[src/rtl/aer_handshake_ctrl.sv]
// Receiver-side 4-phase handshake sequencer for the DAVIS240C AER port.
// Optional event timestamping is enabled by defining AER_TIMESTAMP_EN.
module aer_handshake_ctrl #(
  parameter int                DATA_W      = 9,
  parameter logic [DATA_W-1:0] INV_MASK    = 9'b011000000,
  parameter int                SYNC_STAGES = 2,
  parameter int                SETTLE_CYC  = 2,
  parameter int                ACK_MIN_CYC = 1
`ifdef AER_TIMESTAMP_EN
  ,
  parameter int                TS_W        = 32
`endif
) (
  input  logic              clk,
  input  logic              rst,
  input  logic              en,
  input  logic              aer_req_n,
  input  logic [DATA_W-1:0] aer_data,
  output logic              aer_ack_n,
  output logic              ev_valid,
  input  logic              ev_ready,
  output logic [DATA_W-1:0] ev_data,
  output logic [15:0]       ev_count,
  output logic [7:0]        glitch_cnt,
  output logic              busy
`ifdef AER_TIMESTAMP_EN
  ,
  output logic [TS_W-1:0]   ev_ts
`endif
);

  localparam int CNT_MAX = (SETTLE_CYC > ACK_MIN_CYC) ? SETTLE_CYC : ACK_MIN_CYC;
  localparam int CNT_W   = (CNT_MAX > 1) ? $clog2(CNT_MAX) : 1;
  localparam logic [CNT_W-1:0] SETTLE_LOAD = CNT_W'(SETTLE_CYC - 1);
  localparam logic [CNT_W-1:0] ACK_LOAD    = CNT_W'(ACK_MIN_CYC - 1);
  localparam logic [CNT_W-1:0] CNT_ZERO    = {CNT_W{1'b0}};
  localparam logic [CNT_W-1:0] CNT_ONE     = CNT_W'(1);

  typedef enum logic [2:0] {
    ST_IDLE    = 3'd0,
    ST_SETTLE  = 3'd1,
    ST_OFFER   = 3'd2,
    ST_ACK     = 3'd3,
    ST_RELEASE = 3'd4
  } state_t;

  state_t                 state_r;
  state_t                 state_nxt_s;
  logic [CNT_W-1:0]       cnt_r;
  logic [CNT_W-1:0]       cnt_nxt_s;
  logic [SYNC_STAGES-1:0] sync_r;
  logic                   req_s;
  logic                   latch_s;
  logic                   accept_s;
  logic                   glitch_s;
  logic                   valid_nxt_s;
  logic                   ack_n_nxt_s;
  logic                   busy_nxt_s;

  assign req_s = sync_r[SYNC_STAGES-1];

  // REQ synchroniser; resets to the deasserted level
  always_ff @(posedge clk) begin
    if (rst) begin
      sync_r <= {SYNC_STAGES{1'b1}};
    end else begin
      sync_r <= {sync_r[SYNC_STAGES-2:0], aer_req_n};
    end
  end

  // State and shared settle/ack-hold counter
  always_ff @(posedge clk) begin
    if (rst) begin
      state_r <= ST_IDLE;
      cnt_r   <= CNT_ZERO;
    end else begin
      state_r <= state_nxt_s;
      cnt_r   <= cnt_nxt_s;
    end
  end

  // Next-state logic
  always_comb begin
    state_nxt_s = state_r;
    cnt_nxt_s   = cnt_r;
    case (state_r)
      ST_IDLE: begin
        if (en && !req_s) begin
          state_nxt_s = ST_SETTLE;
          cnt_nxt_s   = SETTLE_LOAD;
        end else begin
          state_nxt_s = ST_IDLE;
        end
      end
      ST_SETTLE: begin
        if (req_s) begin
          state_nxt_s = ST_IDLE;
        end else if (cnt_r == CNT_ZERO) begin
          state_nxt_s = ST_OFFER;
        end else begin
          cnt_nxt_s = cnt_r - CNT_ONE;
        end
      end
      ST_OFFER: begin
        if (ev_ready) begin
          state_nxt_s = ST_ACK;
          cnt_nxt_s   = ACK_LOAD;
        end else begin
          state_nxt_s = ST_OFFER;
        end
      end
      ST_ACK: begin
        // ACK is only released once the minimum hold has elapsed and the sensor dropped REQ
        if (cnt_r != CNT_ZERO) begin
          cnt_nxt_s = cnt_r - CNT_ONE;
        end else if (req_s) begin
          state_nxt_s = ST_RELEASE;
        end else begin
          state_nxt_s = ST_ACK;
        end
      end
      ST_RELEASE: begin
        state_nxt_s = ST_IDLE;
      end
      default: begin
        state_nxt_s = ST_IDLE;
        cnt_nxt_s   = CNT_ZERO;
      end
    endcase
  end

  // Output decode: event strobes and next values of the registered outputs
  always_comb begin
    latch_s     = (state_r == ST_SETTLE) && !req_s && (cnt_r == CNT_ZERO);
    accept_s    = (state_r == ST_OFFER) && ev_ready;
    glitch_s    = (state_r == ST_SETTLE) && req_s;
    valid_nxt_s = (state_nxt_s == ST_OFFER);
    ack_n_nxt_s = (state_nxt_s != ST_ACK);
    busy_nxt_s  = (state_nxt_s != ST_IDLE);
  end

  // Registered outputs and event/glitch counters
  always_ff @(posedge clk) begin
    if (rst) begin
      aer_ack_n  <= 1'b1;
      ev_valid   <= 1'b0;
      ev_data    <= {DATA_W{1'b0}};
      ev_count   <= 16'd0;
      glitch_cnt <= 8'd0;
      busy       <= 1'b0;
    end else begin
      aer_ack_n <= ack_n_nxt_s;
      ev_valid  <= valid_nxt_s;
      busy      <= busy_nxt_s;
      if (latch_s) begin
        ev_data <= aer_data ^ INV_MASK;
      end else begin
        ev_data <= ev_data;
      end
      if (accept_s) begin
        ev_count <= ev_count + 16'd1;
      end else begin
        ev_count <= ev_count;
      end
      if (glitch_s && (glitch_cnt != 8'hFF)) begin
        glitch_cnt <= glitch_cnt + 8'd1;
      end else begin
        glitch_cnt <= glitch_cnt;
      end
    end
  end

`ifdef AER_TIMESTAMP_EN
  logic [TS_W-1:0] ts_r;

  // Free-running timestamp, captured alongside the event data
  always_ff @(posedge clk) begin
    if (rst) begin
      ts_r  <= {TS_W{1'b0}};
      ev_ts <= {TS_W{1'b0}};
    end else begin
      ts_r <= ts_r + {{(TS_W-1){1'b0}}, 1'b1};
      if (latch_s) begin
        ev_ts <= ts_r;
      end else begin
        ev_ts <= ev_ts;
      end
    end
  end
`endif

endmodule

[config.mk]
export PLATFORM = sky130hd
export DESIGN_NAME = aer_handshake_ctrl
export DESIGN_NICKNAME = d
export VERILOG_FILES = /design/src/rtl/aer_handshake_ctrl.sv
export SDC_FILE = /design/constraint.sdc
export NUM_CORES = 1
export LEC_CHECK = 0
export ABC_CLOCK_PERIOD_IN_PS = 2000
export BUFFER_PORTS_ARGS = -buffer_cell sky130_fd_sc_hd__buf_4
export CAP_MARGIN = 30
export CORE_AREA = 4 4 60 84
export DETAILED_ROUTE_END_ITERATION = 16
export DIE_AREA = 0 0 64 88
export HOLD_SLACK_MARGIN = 0.02
export MAX_ROUTING_LAYER = met4
export PLACE_DENSITY = 0.66
export SYNTH_ARGS = -nofsm -noshare
export SYNTH_HDL_FRONTEND = slang
export SYNTH_SLANG_ARGS = --single-unit
export TNS_END_PERCENT = 50
[constraint.sdc]
create_clock -name clk -period 2 [get_ports clk]
set_input_delay 0.2 -clock clk [delete_from_list [all_inputs] [get_ports clk]]
set_output_delay 0.2 -clock clk [all_outputs]
set_load 0.02 [all_outputs]
# [Yosys cells after proc, flatten, opt, wreduce, memory -nomap -nowiden]
# Index checks and enable logic that the tools add are counted.
[word_totals] register_bits=42 inputBits=14 word_cells=47
[classes] add_sub_neg=3 eq_ne=10 mux=12 bitwise=3 n_reduce_logical=10
[op_table] op="$add A16 B1 Y16 const B" n=1
[op_table] op="$mux W3" n=4
[op_table] op="$pmux W3 S4" n=1
[op_table] op="$eq A3 B2 Y1 const B" n=3
[op_table] op="$add A8 B1 Y8 const B" n=1
[op_table] op="$ne A8 B8 Y1 const B" n=1
[op_table] op="$logic_and A1 B1 Y1" n=6
[op_table] op="$mux W1" n=6
[op_table] op="$ne A2 B2 Y1 const B" n=3
[op_table] op="$pmux W1 S5" n=1
[op_table] op="$reduce_and A4 Y1" n=1
[op_table] op="$eq A3 B1 Y1 const B" n=1
[op_table] op="$eq A3 B3 Y1 const B" n=1
[op_table] op="$logic_not A3 Y1" n=1
[op_table] op="$ne A3 B2 Y1 const B" n=1
[op_table] op="$reduce_bool A3 Y1" n=1
[op_table] op="$not A1 Y1" n=2
[op_table] op="$not A2 Y2" n=1
[op_table] op="$logic_not A1 Y1" n=1
[op_table] op="$sub A1 B1 Y1 const B" n=1

# [Longest topological paths before layout]
[depth] word_depth=5 mapped_depth=5 depth_no_buf=5

# [Least setup slack after synthesis]
# Ideal clock, no wire load.
[synth_timing] path_type="register -> register" start="register ev_count[0]" end="register ev_count[14]" setup_ps=71 t_arrival_ps=1655 required_ps=1929 path_slack_ps=274 stages_incl_launch_ff=6 n_path_buf=0 synth_period_minus_slack_ps=1726 cell_sequence="dfxtp_1 -> ha_1 -> nand3_1 -> or3_4 -> or3_1 -> a21oi_1"
[synth_via] elab_chain_cells=1
[synth_rtl] element="start, declared" line_no="23" text="output logic [15:0] ev_count,"
[synth_rtl] element="start signal, assigned" line_no="161" text="ev_count <= ev_count + 16'd1;"
[synth_rtl] element="start signal, assigned" line_no="163" text="ev_count <= ev_count;"
[synth_rtl] element="$add A16 B1 Y16" line_no="161"
# No other way between the ends.
# A chain may end at the register's enable or synchronous reset.

# [Worst setup path in the final report]
[layout_timing] start="register state_r[1]" end="register ev_count[15]"
[layout_via] elab_chain_cells=2
[layout_rtl] element="start, declared" line_no="47" text="state_t state_r;"
[layout_rtl] element="start signal, assigned" line_no="77" text="state_r <= state_nxt_s;"
[layout_rtl] element="$eq A3 B2 Y1" line_no="135" text="accept_s = (state_r == ST_OFFER) && ev_ready;"
[layout_rtl] element="$logic_and A1 B1 Y1" line_no="135"
# No other way between the ends.

==> results.md <==
* Max Slew Vio Count at 0
* Share of cells above drive strength 1 at 27.3%
* Total GRT Usage at 14.6%
* Maxcap violations at 0
* Starting Density at 42.5%
* Post-synthesis adder-cell area fraction at under 10%
* Vias post-DR at between 1000 and 1500
* Drt first pass iters at 4
* Clk_skew at approximately 0.01 ns
* Chip Width at between 60 and 70 um
* Hold slack at 0.0679 ns
* Global-route wire length before repair at 6.28 mm
* Total Power at 1480 uW
* Post-synth top area cell: dfxtp_1
* Pint at 1130 uW
* Fmax achieved at slightly below 600 MHz
* Initial antenna violation count at 0
* Final-stage net count at 260
* Clock-pin slew on the worst setup and hold paths at approximately 0.090 ns
* Share of power burned in the clock network at 36.7%
* Post-synthesis compound-gate area fraction at 9.10%
* DR WL/cell at between 10 and 15 um
* CORE AREA at 4240 um^2
* Mux cell area share after synthesis at 5.56%
* Largest delay share family, worst path: simple AND/OR/NAND/NOR gates
* Via density at 4.87
* Post-synthesis simple-gate area fraction at between 20% and 30%
* Synth top area cells: dfxtp_1 47%, nor2_1 6.5%, mux2i_1 5.6%
* Post-synthesis register bit count at 42
* Congestion Overflow GR at 0
* Worst-Margin Slew at 0.417 ns
* Synthesized cell area at around 1800 um^2
* DR iter-0 viols at 34
* DRC at 0
* Worst hold path type: in2reg
* RSZ-0062 raised after global routing: no
* Synth cell types at 37
* Setup violations, final at 0
* Synth Flop Type: dfxtp_1
* Worst vdd ir at 0.000393 V
* H-tree levels at 2
* Crit start category: flop
* Largest net degree at the start of global routing at 39
* Synth Area in XOR/XNOR at just under 7%
* CP Max Fanout at 11
* Outcome: complete, no violations
* CTS tree: done
* WP buf/inv at 0
* Fill cells at 415
* CTS Sinks at 42
* Worst path cell trace: nand4bb_4, or3_4, or3_1, a21oi_1
* Clock Latency Late Sink at 0.30 ns
* Sum of net half-perimeters after detailed placement at 2.69 mm
* Post-CTS sizing at 0
* Fin crit period at 1.71 ns
* Psw at ~350 uW
* Layout area overhead at 28.4%
* Critical Path Slowest Stage Cell: dfxtp_1
* Post-Syn Instances at 195
* Part of the cycle the worst path needs at between 80% and 90%
* Synthesized area per cell at 9.23 um^2
* Vias in the first global route at 1385
* Syn Nets at roughly 210
* Combinational power share at 5.6%
* Crit-path max cell delay at roughly 0.57 ns
* Post-CTS Setup Bufs at 0
* Critical Path RT at 2.23 ns
* Final core occ at a little over half
* Post-synth ARST share at 0%
* Ports at 50
* Routability Congestion at 0.719
* Switching Fraction at between 20% and 30%
* Ant. Diodes at 0
* Ys Warns at 0
* Sequential Power Share at 57.6%
* Post-synth top area share at 46.7%
* Clock root cell: clkbuf_8
* Routed wire length at 3.69 mm
* Maximum root-to-sink buffer count at 2
* Reg2reg start: state_r[1]
* Cell Rows at 28
* Die area at 5630 um^2
* Hold_sp: aer_data[7]
* CP Class: reg2reg
* Data arrival, critical path at 1.94 ns
* Leakage at approximately 0.00090 uW
* Setup crit end kind: flop
* Port-buffer cells at 49
* FF-to-FF setup slack at between 0.2 and 0.3 ns
* Main combinational cell family by area after synthesis: simple AND/OR/NAND/NOR gates
* Critical path launch point: state_r[1]
* Number of enable flip-flop cells after synthesis at 0
* Fin. Hold Viols at 0
* Sequential fraction of the synthesis area at 46.7%
* Final setup TNS at 0 ns
* CTS Hold Bufs at 0
* Height of the die at 88 um
* Num CTS Buffers at 5
* Slew headroom at 72.1%
* PD cells at 642 nW/um^2
* Final antenna-violating net count at 0
==> placed cells by master (no fill, tap or decap), types with 4 or more instances in the layout <==
| cell | count |
|---|---|
| nand2_1 | 7 |
| mux2i_1 | 10 |
| xor2_1 | 6 |
| buf_4 | 51 |
| a21oi_1 | 9 |
| nand4_1 | 4 |
| clkbuf_8 | 5 |
| nor2_1 | 31 |
| xnor2_1 | 8 |
| o21ai_0 | 9 |
| nor4_1 | 4 |
| inv_1 | 4 |
| or3_1 | 8 |
| dfxtp_1 | 42 |
| nand3_1 | 8 |
==> flip-flops by register name, summed over array words and instances, names as in the netlist <==
register,flops
ev_count,16
busy,1
sync_r,2
cnt_r,1
state_r,3
glitch_cnt,8
ev_data,9
aer_ack_n,1
ev_valid,1
==> per-stage QoR <==
step	instance area (um^2)	cells	setup WS (ns)
floorplan	1800	195	0.274
global placement	2220	297	0.343
detailed placement	2220	297	0.306
CTS	2310	305	0.291
global route	2310	305	0.202
finish	2310	305	0.293
==> power groups by stage <==
stage / Sequential [uW] / Combinational (uW) / Clock [uW]
after CTS: 855 / 85.3 / 569
after detailed placement: 875 / 85.1 / 0
after global routing: 857 / 92.8 / 607
final: 855 / 83.8 / 545
after global placement: 875 / 84.5 / 0
after floorplan: 878 / 44.5 / 0
==> routing by layer <==
| layer | vias up | wire (um) | global-route usage, % |
|---|---|---|---|
| li1 | 781 | - | - |
| met1 | 673 | 1500 | 15.5 |
| met2 | 25 | 1960 | 25.1 |
| met3 | 5 | 167 | 3.72 |
| met4 | 0 | 59 | 7.07 |
| met5 | - | 0 | - |
==> layout make-up <==
class | count | area, um^2 | area share [%]
Multi-Input combinational cell | 140 | 907 | 39.3
Clock inverter | 3 | 21.3 | 0.920
Timing Repair Buffer | 51 | 383 | 16.6
Tap cell | 60 | 75.1 | 3.25
Clock buffer | 5 | 68.8 | 2.98
Inverter | 4 | 15.0 | 0.650
Sequential cell | 42 | 841 | 36.4
==> cells in the mapped netlist (2+ instances only) <==
cell,n
a211oi_1,3
a21oi_1,9
and4_1,2
buf_2,3
clkbuf_1,6
dfxtp_1,42
ha_1,2
inv_1,4
mux2i_1,10
nand2_1,7
nand2b_1,2
nand3_1,8
nand4_1,4
nor2_1,31
nor2b_1,3
nor3_1,3
nor4_1,4
nor4b_1,2
o211ai_1,2
o21ai_0,9
or2_2,3
or3_1,8
or3_4,2
xnor2_1,8
xor2_1,6
==> path summary, 6_finish.rpt <==
kind,end,cells after the start
worst min register to register,sync_r[1],1
worst min-delay path,ev_data[7],2
worst max register to register,ev_count[15],4
worst max-delay path,ev_count[15],4
==> logic make-up (layout without fill, tap and decap cells) <==
kind of cell	after synthesis	count (layout)
and+or+nand+nor	87	87
DFF	42	42
AOI/OAI and AO/OA	27	27
xor gates and xnor gates	14	14
buffers and inverters	13	63
muxes	10	10
adders and majority gates	2	2
Power figures use the tool's default switching activity.
